==> src/rtl/apb_regfile_slave_if.sv <==
// APB bus bundle between a master and apb_regfile_slave.
// Handshake: a transfer opens with one setup cycle (sel=1, enable=0) and is accepted
// at the first rising edge of the access phase where sel=1, enable=1 and ready=1;
// rdata and slverr are meaningful only in that cycle, and dropping sel aborts.
interface apb_regfile_slave_if;
    logic [31:0] apb_addr_i;
    logic        apb_sel_i;
    logic        apb_enable_i;
    logic        apb_write_i;
    logic [3:0]  apb_strb_i;
    logic [2:0]  apb_prot_i;
    logic [31:0] apb_wdata_i;
    logic        apb_ready_o;
    logic [31:0] apb_rdata_o;
    logic        apb_slverr_o;

    modport slave (
        input  apb_addr_i, apb_sel_i, apb_enable_i, apb_write_i,
        input  apb_strb_i, apb_prot_i, apb_wdata_i,
        output apb_ready_o, apb_rdata_o, apb_slverr_o
    );

    modport master (
        output apb_addr_i, apb_sel_i, apb_enable_i, apb_write_i,
        output apb_strb_i, apb_prot_i, apb_wdata_i,
        input  apb_ready_o, apb_rdata_o, apb_slverr_o
    );
endinterface

==> src/rtl/apb_regfile_slave.sv <==
// APB register file: NUM_REGS RW registers plus ID, free-running CYCLES and a
// saturating ERRCNT, with a fixed number of wait states per access.
module apb_regfile_slave #(
    parameter int unsigned NUM_REGS    = 8,
    parameter int unsigned WAIT_CYCLES = 1,
    parameter logic [31:0] ID_VALUE    = 32'h4150_4252
) (
    input  logic               apb_clk_i,
    input  logic               apb_resetn_i,
    apb_regfile_slave_if.slave bus,
    output logic               dbg_state
);
    localparam int unsigned IDX_W = (NUM_REGS > 1) ? $clog2(NUM_REGS) : 1;

    typedef enum logic {IDLE = 1'b0, ACCESS = 1'b1} state_t;

    state_t      state_q, state_d;
    logic [3:0]  wait_q, wait_d;
    logic [31:0] addr_q, wdata_q;
    logic        write_q;
    logic [3:0]  strb_q;
    logic [31:0] regs_q [NUM_REGS];
    logic [31:0] cycles_q;
    logic [7:0]  errcnt_q;
    logic        setup, complete, ready;

    logic             reg_hit, id_hit, cyc_hit, err_hit, dec_err;
    logic [IDX_W-1:0] reg_idx;
    logic [31:0]      rdata_mux;
    logic             unused_prot;

    // Decode works on the latched address so outputs never depend on live inputs.
    assign reg_hit = (addr_q[1:0] == 2'b00) && (addr_q[31:2] < 30'(NUM_REGS));
    assign reg_idx = addr_q[IDX_W+1:2];
    assign id_hit  = (addr_q == 32'h0000_0100);
    assign cyc_hit = (addr_q == 32'h0000_0104);
    assign err_hit = (addr_q == 32'h0000_0108);
    assign dec_err = !(reg_hit || id_hit || cyc_hit || err_hit)
                   || (write_q && (id_hit || cyc_hit));

    assign unused_prot = ^bus.apb_prot_i;

    always_comb begin
        state_d  = state_q;
        wait_d   = wait_q;
        setup    = 1'b0;
        complete = 1'b0;
        case (state_q)
            IDLE: begin
                if (bus.apb_sel_i && !bus.apb_enable_i) begin
                    setup   = 1'b1;
                    state_d = ACCESS;
                    wait_d  = 4'(WAIT_CYCLES);
                end
            end
            ACCESS: begin
                if (!bus.apb_sel_i) begin
                    state_d = IDLE;
                    wait_d  = 4'd0;
                end else if (wait_q != 4'd0) begin
                    wait_d = wait_q - 4'd1;
                end else if (bus.apb_enable_i) begin
                    complete = 1'b1;
                    state_d  = IDLE;
                end
            end
            default: begin
                state_d = IDLE;
                wait_d  = 4'd0;
            end
        endcase
    end

    always_ff @(posedge apb_clk_i or negedge apb_resetn_i) begin
        if (!apb_resetn_i) begin
            state_q <= IDLE;
            wait_q  <= 4'd0;
            addr_q  <= '0;
            wdata_q <= '0;
            write_q <= 1'b0;
            strb_q  <= 4'd0;
        end else begin
            state_q <= state_d;
            wait_q  <= wait_d;
            if (setup) begin
                addr_q  <= bus.apb_addr_i;
                wdata_q <= bus.apb_wdata_i;
                write_q <= bus.apb_write_i;
                strb_q  <= bus.apb_strb_i;
            end
        end
    end

    always_ff @(posedge apb_clk_i or negedge apb_resetn_i) begin
        if (!apb_resetn_i) begin
            for (int i = 0; i < NUM_REGS; i++) regs_q[i] <= '0;
            cycles_q <= '0;
            errcnt_q <= '0;
        end else begin
            cycles_q <= cycles_q + 32'd1;
            if (complete && write_q && !dec_err && reg_hit) begin
                for (int b = 0; b < 4; b++) begin
                    if (strb_q[b]) regs_q[reg_idx][8*b +: 8] <= wdata_q[8*b +: 8];
                end
            end
            // A clearing write can never be an errored transfer, so clear simply wins.
            if (complete && write_q && !dec_err && err_hit) begin
                errcnt_q <= '0;
            end else if (complete && dec_err && (errcnt_q != 8'hFF)) begin
                errcnt_q <= errcnt_q + 8'd1;
            end
        end
    end

    always_comb begin
        rdata_mux = '0;
        if (reg_hit)      rdata_mux = regs_q[reg_idx];
        else if (id_hit)  rdata_mux = ID_VALUE;
        else if (cyc_hit) rdata_mux = cycles_q;
        else if (err_hit) rdata_mux = {24'd0, errcnt_q};
    end

    assign ready            = (state_q == ACCESS) && (wait_q == 4'd0);
    assign bus.apb_ready_o  = ready;
    assign bus.apb_slverr_o = ready && dec_err;
    assign bus.apb_rdata_o  = (ready && !write_q && !dec_err) ? rdata_mux : 32'd0;
    assign dbg_state        = (state_q == ACCESS);
endmodule

==> src/flat_wrapper.sv <==
// flat-port wrapper written by rule: the top's interface ports become plain ports
module apb_regfile_slave_flat 
#(
    parameter int unsigned NUM_REGS    = 8,
    parameter int unsigned WAIT_CYCLES = 1,
    parameter logic [31:0] ID_VALUE    = 32'h4150_4252
)
  (apb_clk_i, apb_resetn_i, dbg_state, bus_apb_addr_i, bus_apb_sel_i, bus_apb_enable_i, bus_apb_write_i, bus_apb_strb_i, bus_apb_prot_i, bus_apb_wdata_i, bus_apb_ready_o, bus_apb_rdata_o, bus_apb_slverr_o);
  apb_regfile_slave_if bus_i ();
  input  logic apb_clk_i;
  input  logic apb_resetn_i;
  output logic dbg_state;
  input wire logic [$bits(bus_i.apb_addr_i)-1:0] bus_apb_addr_i;
  input wire logic [$bits(bus_i.apb_sel_i)-1:0] bus_apb_sel_i;
  input wire logic [$bits(bus_i.apb_enable_i)-1:0] bus_apb_enable_i;
  input wire logic [$bits(bus_i.apb_write_i)-1:0] bus_apb_write_i;
  input wire logic [$bits(bus_i.apb_strb_i)-1:0] bus_apb_strb_i;
  input wire logic [$bits(bus_i.apb_prot_i)-1:0] bus_apb_prot_i;
  input wire logic [$bits(bus_i.apb_wdata_i)-1:0] bus_apb_wdata_i;
  output wire logic [$bits(bus_i.apb_ready_o)-1:0] bus_apb_ready_o;
  output wire logic [$bits(bus_i.apb_rdata_o)-1:0] bus_apb_rdata_o;
  output wire logic [$bits(bus_i.apb_slverr_o)-1:0] bus_apb_slverr_o;
  assign bus_i.apb_addr_i = bus_apb_addr_i;
  assign bus_i.apb_sel_i = bus_apb_sel_i;
  assign bus_i.apb_enable_i = bus_apb_enable_i;
  assign bus_i.apb_write_i = bus_apb_write_i;
  assign bus_i.apb_strb_i = bus_apb_strb_i;
  assign bus_i.apb_prot_i = bus_apb_prot_i;
  assign bus_i.apb_wdata_i = bus_apb_wdata_i;
  assign bus_apb_ready_o = bus_i.apb_ready_o;
  assign bus_apb_rdata_o = bus_i.apb_rdata_o;
  assign bus_apb_slverr_o = bus_i.apb_slverr_o;
  apb_regfile_slave #(.NUM_REGS(NUM_REGS), .WAIT_CYCLES(WAIT_CYCLES), .ID_VALUE(ID_VALUE)) u_core (.apb_clk_i(apb_clk_i), .apb_resetn_i(apb_resetn_i), .bus(bus_i), .dbg_state(dbg_state));
endmodule
==> config.mk <==
export PLATFORM = sky130hd
export DESIGN_NAME = apb_regfile_slave_flat
export DESIGN_NICKNAME = d
export VERILOG_FILES = /design/src/rtl/apb_regfile_slave_if.sv /design/src/rtl/apb_regfile_slave.sv /design/src/flat_wrapper.sv
export SDC_FILE = /design/constraint.sdc
export NUM_CORES = 1
export LEC_CHECK = 0
export ABC_AREA = 1
export ABC_CLOCK_PERIOD_IN_PS = 4500
export CAP_MARGIN = 5
export CORE_MARGIN = 10
export CORE_UTILIZATION = 65
export CTS_CLUSTER_DIAMETER = 200
export CTS_CLUSTER_SIZE = 10
export DETAILED_ROUTE_END_ITERATION = 10
export GPL_TIMING_DRIVEN = 0
export MAX_ROUTING_LAYER = met4
export PLACE_DENSITY = 0.86
export RECOVER_POWER = 25
export SYNTH_ARGS = -nofsm -noshare
export SYNTH_HDL_FRONTEND = slang
export SYNTH_SLANG_ARGS = --single-unit
export TNS_END_PERCENT = 30
==> constraint.sdc <==
create_clock -name apb_clk_i -period 4.5 [get_ports apb_clk_i]
set_input_delay 0.9 -clock apb_clk_i [delete_from_list [all_inputs] [get_ports apb_clk_i]]
set_output_delay 0.9 -clock apb_clk_i [all_outputs]
set_load 0.005 [all_outputs]
Word level (Yosys, flattened, before mapping)
Cells that the tools add are included. W data, S select, Z words.

Register bits: 370. Bits of input ports: 76. Output and inout port bits: 35.

Add/subtract/negate cells: 3. Order comparisons: 3. Equality and inequality tests: 6. Multiplexer cells: 43. Bitwise logic cells: 2. Reductions and logical operators: 28.

Operator list (number): $mux W256 (7); $bwmux W256 (4); $demux W32 S3 (4); $mux W32 (7); $bmux W32 S3 (1); $eq A32 B9 Y1 const B (3); $add A32 B1 Y32 const B (1); $mux W8 (4); $lt A30 B4 Y1 const B (1); $mux W24 (1); $mux W16 (1); $logic_and A1 B1 Y1 (14); $mux W4 (3); $mux W1 (9); $add A8 B1 Y8 const B (1); $ne A8 B8 Y1 const B (1); $pmux W4 S2 (1); $logic_or A1 B1 Y1 (5); $ge A4 B4 Y1 const B (1); $logic_not A1 Y1 (4); $logic_not A4 Y1 (1); $lt A4 B1 Y1 const B (1); $not A3 Y4 (1); $reduce_bool A4 Y1 (1); other kinds (8) (8).

Logic depth before layout (Yosys ltp)
Depth in word-level cells: 19. Gate-level depth with buffers: 15. Depth with buffers taken out: 13.

Worst setup path before layout
Ideal clock, no wire load.

Path kind: register to output. From: reg u_core.addr_q[2]. To: out bus_apb_rdata_o[5]. Arrival time: 1.772 ns. Required time: 3.600 ns. Path slack: 1.828 ns. Cell stages (with the launch flop): 12. Path buffers: 2. Cells stage by stage: dfrtp_1 buf_2 nor2_2 nand2_1 nor2_1 nand2_1 a21oi_1 nand2_1 nand3_1 clkbuf_1 o21bai_1 nor2_1.

Cells in the longest elaborated chain, start to end: 10. Elaborated cells on any way between the ends: 23. Those cells by class: order compare (1); eq/ne (3); mux (8); bitwise (1); reduce/logical (10).

RTL lines: start: declaration (RTL line apb_regfile_slave.sv:19) `logic [31:0] addr_q, wdata_q;`; start signal: assignment (RTL line apb_regfile_slave.sv:86) `addr_q <= bus.apb_addr_i;`; $lt A30 B4 Y1 (RTL line apb_regfile_slave.sv:33) `assign reg_hit = (addr_q[1:0] == 2'b00) && (addr_q[31:2] < 30'(NUM_REGS));`; $logic_and A1 B1 Y1 (RTL line apb_regfile_slave.sv:33); $logic_or A1 B1 Y1 (3 in a row) (RTL line apb_regfile_slave.sv:38) `assign dec_err = !(reg_hit || id_hit || cyc_hit || err_hit)`; $logic_not A1 Y1 (RTL line apb_regfile_slave.sv:38); $logic_or A1 B1 Y1 (RTL line apb_regfile_slave.sv:39) `|| (write_q && (id_hit || cyc_hit));`; $logic_not A1 Y1 (RTL line apb_regfile_slave.sv:126) `assign bus.apb_rdata_o = (ready && !write_q && !dec_err) ? rdata_mux : 32'd0;`; $logic_and A1 B1 Y1 (RTL line apb_regfile_slave.sv:126); $mux W32 (*) (RTL line apb_regfile_slave.sv:126); end: declaration (RTL line flat_wrapper.sv:21) `output wire logic [$bits(bus_i.apb_rdata_o)-1:0] bus_apb_rdata_o;`.

Every way passes the cells marked *; elsewhere a longest branch is shown, timed or not. The select of a mux whose other input is x is not followed.

Final worst setup path
From: reg u_core.addr_q[4]. To: out bus_apb_rdata_o[5].

The elaborated chain is that of the path after synthesis.

==> reports/qor.txt <==
Flops & latches, synth: 370
Worst path buffer plus inverter count: 3
Syn Std Cell Area: 18500 sq um
Sequential cell area: 9260 sq um
Crit path largest cell delay: 0.77 ns
Slew Limit Headroom: -1.37
Cell taking the most area after synthesis: dfrtp_1
Type of element launching the critical path: flop
CTS Buffer Depth: 3
Share of the synthesized netlist area taken by xor and xnor gates: 0.0176
Net count reported at finish: 2360
WL final: 68100 um
CTS Hold Bufs: 0
Y dimension of the die: 189 um
Overall overflow remaining after global route: 0
Max-cap violation count: 1
Synthesized-area fraction occupied by ao, oa, aoi and oai cells: 0.0895
Clock-pin slew reported for the worst setup and hold paths after clock tree synthesis: 0.05 ns
Post-route cell area: 21200 sq um
Shortest clock period the worst path allows after layout: 4.64 ns
FF-to-FF setup slack: 1.47 ns
First-pass GRT wire length: 104000 um
Routability congestion estimate: 1.03
Data required, critical path: 3.60 ns
IR drop worst, VDD: 0.368 mV
CP max stage cell: clkbuf_1
Areal power density over the cells: 432 nW/um^2
Layout cells sized above 1: 0.0921
Final Hold Violating Endpoints: 0
Leading post-synthesis cells by cell area: dfrtp_1 (50%), nand2_1 (14%), nand4_1 (6.8%), mux2_2 (3.8%), nand3_1 (3.5%)
Number of fill cells: 2039
Launch point of the worst hold path: u_core.regs_q[170]$_DFFE_PN0P_
Synth warn: 0
Leading register cell type out of synthesis: dfrtp_1
Launch instance of the worst register-to-register path: u_core.dbg_state$_DFF_PN0_
Share of synthesized cell area in full adder, half adder and majority cells: 0.00203
Maximum frequency from static timing analysis: 216 MHz
Reg-to-reg critical path endpoint: u_core.wdata_q[28]$_DFFE_PN0P_
Area share of the largest cell type after synthesis: 0.502
Core footprint: 27900 sq um
Largest family of logic cells by synthesized area: simple AND/OR/NAND/NOR gates
Gr usage total: 0.388
Arrival time of data at the critical path endpoint: 3.74 ns
Share of flip-flops with an asynchronous set or reset: 1.00
Count of boundary I/O pins: 111
Final Util: 0.760
Worst setup path category: reg -> out
Worst setup EP type: output port
Class of the tightest hold or removal check: reg -> reg
Setup repair after global routing missed its margin: true
Tightest hold margin: 0.472 ns
Maximum number of pins on one net before global-route repair: 119
Final routed DRC violation total: 0
Proportion of synthesized area in mux cells: 0.0384
Detailed-route vias per instance: 6.75
Routed wirelength normalized by instance count: 25.6 um
Worst hold endpoint: u_core.regs_q[170]$_DFFE_PN0P_
Final HPWL from detailed placement: 47200 um
Deepest level of the CTS H-tree: 2
Post-detailed-placement cell area: 20100 sq um
Initial antenna violation count: 2
# rows: 61
Net Count, Synth: 2205
Portion of the post-synthesis area used by sequential elements: 0.502
Largest fanout on the critical path: 10
TritonCTS Buffers: 42
Worst Skew: 0.0255 ns
Clock root buffer: clkbuf_16
CTS tree: done
Final number of max-transition violations: 71
Netlist cell types: 43
DIE AREA: 35500 sq um
Area Overhead vs Synth: 15.0%
Number of iterations in the first detailed-routing pass: 9
Worst slew pin tran: 3.55 ns
Crit path max-delay family: buffers and inverters
Average cell area after synthesis: 8.68 sq um
Fraction of the mapped netlist area in simple logic gates: 0.293
Static leakage: 9.55 nW
Width of the die: 189 um
Result of the run: finished, violations left
Worst Hold Depth: 2
Worst-Skew Late Latency: 0.55 ns
Post-route fraction of the period consumed by the critical path: 1.03
Number of cell instances on the worst register-to-register path: 5
Initial standard-cell utilization of the core: 0.661
Number of global-route vias before repair: 17600
Final ANT Viol Nets: 0
Crit path setup slack, layout: -0.139 ns
Post-Synthesis Cells: 2126
Violated checks: max-capacitance violations, max-slew violations, negative setup slack
Initial detailed-routing violation count: 2830
Clock sinks: 370
Final setup viols: 4
Number of buffer cells added on primary ports: 107
Number of enable-type register cells in the synthesized netlist: 0
Area used by multi-input combinational logic: 8160 sq um
Cell breakdown of the critical path: clkbuf_1 -> buf_2 -> o221ai_1 -> a21oi_1 -> o21bai_1 -> nor2_1 -> clkdlybuf4s50_1
Vias: 18000
how the worst max path moves through the flow:
stage                                              from                        endpoint  slack [ns]  cells past startpoint
after CTS                  u_core.addr_q[2]$_DFFE_PN0P_              bus_apb_rdata_o[6]       0.003                      9
after detailed placement  u_core.addr_q[31]$_DFFE_PN0P_             bus_apb_rdata_o[11]        0.28                     11
after floorplan            u_core.addr_q[2]$_DFFE_PN0P_              bus_apb_rdata_o[5]        1.83                     11
after global placement                     apb_resetn_i  u_core.regs_q[178]$_DFFE_PN0P_      -13.51                      1
final                      u_core.addr_q[4]$_DFFE_PN0P_              bus_apb_rdata_o[5]       -0.14                      7
after global routing       u_core.addr_q[2]$_DFFE_PN0P_              bus_apb_rdata_o[5]       -0.14                      9
stage by stage:
step / total power [mW] / instances / setup TNS [ns] / setup WS [ns]
final: 9.16 / 2661 / -0.232 / -0.139
after global routing: 9.35 / 2661 / -2.40 / -0.144
after CTS: 8.98 / 2658 / 0 / 0.00313
after detailed placement: 6.05 / 2614 / 0 / 0.281
after global placement: 5.99 / 2611 / -4986.73 / -13.51
after floorplan: 5.01 / 2126 / 0 / 1.83
cells in the final DEF (no fill, tap or decap), types with 9 or more instances in the layout:
| master | instances |
|---|---|
| mux2_2 | 63 |
| o21ai_0 | 100 |
| a211oi_1 | 11 |
| a21oi_1 | 65 |
| nand2_1 | 676 |
| inv_1 | 41 |
| clkbuf_2 | 21 |
| buf_6 | 21 |
| nand3_4 | 19 |
| nand3_1 | 128 |
| nor3_1 | 18 |
| xor2_1 | 30 |
| dfrtp_1 | 370 |
| o221ai_1 | 61 |
| clkbuf_1 | 110 |
| clkbuf_16 | 43 |
| clkdlybuf4s50_1 | 106 |
| nor2_1 | 83 |
| buf_1 | 18 |
| o21ai_1 | 9 |
| nand4_1 | 202 |
| nor4_1 | 9 |
worst register-to-register path: cells and delay by family, from the launching register on:
kind	cells	cell delay (ns)
buffers and inverters	3	1.96
flip-flops	1	0.39
multiplexers	1	0.45
AND/OR/NAND/NOR	1	0.13
state kept, by name, summed over array words and instances (netlist names), 4 cells and up:
signal / count
u_core.addr_q: 32
u_core.cycles_q: 32
u_core.errcnt_q: 8
u_core.regs_q: 256
u_core.strb_q: 4
u_core.wait_q: 4
u_core.wdata_q: 32
cell type report:
class / count / share of cell area
Clock buffer: 43 / 0.0507
Antenna cell: 2 / 0.000236
Buffer: 182 / 0.0437
Multi-Input combinational cell: 1528 / 0.384
Inverter: 46 / 0.00813
Timing Repair Buffer: 111 / 0.0539
Sequential cell: 370 / 0.436
Clock inverter: 1 / 0.000413
Tap cell: 378 / 0.0223
per-layer routing:
layer / track usage / share of wire / vias to the layer above / wire length, um
met1: 0.474 / 0.36 / 8624 / 24500
met3: 0.102 / 0.13 / 356 / 8700
met4: 0.228 / 0.068 / 0 / 4650
li1: - / - / 7642 / -
met2: 0.573 / 0.44 / 1351 / 30300
met5: - / 0 / - / 0
cells in the mapped netlist, drive strengths merged (7+ instances only):
| library cell | number |
|---|---|
| o221ai | 61 |
| nand4 | 202 |
| nor4 | 9 |
| dfrtp | 370 |
| inv | 45 |
| a211oi | 13 |
| nand3 | 149 |
| xor2 | 30 |
| buf | 51 |
| nand2 | 680 |
| xnor2 | 7 |
| a21oi | 66 |
| nor3 | 23 |
| o21ai | 109 |
| mux2 | 63 |
| clkbuf | 131 |
| nor2 | 90 |
what timing repair did:
item                       4_1_cts  5_1_grt
setup buffers                    0        0
resized for setup               19       31
setup endpoints to repair       31       31
kinds of logic after synthesis:
group	after synthesis
compound gates	267
xor+xnor	37
fa+ha+maj	3
buf+inv	228
flops	370
mux	63
simple gates	1158
where the power goes:
group	leakage, nW	switching [mW]	internal, mW
combinational	4.03	1.94	0.604
sequential	4.99	0.108	3.53
clock	0.534	1.30	1.67
total	9.55	3.35	5.81
No activity file was read; power rests on OpenSTA's default activity.
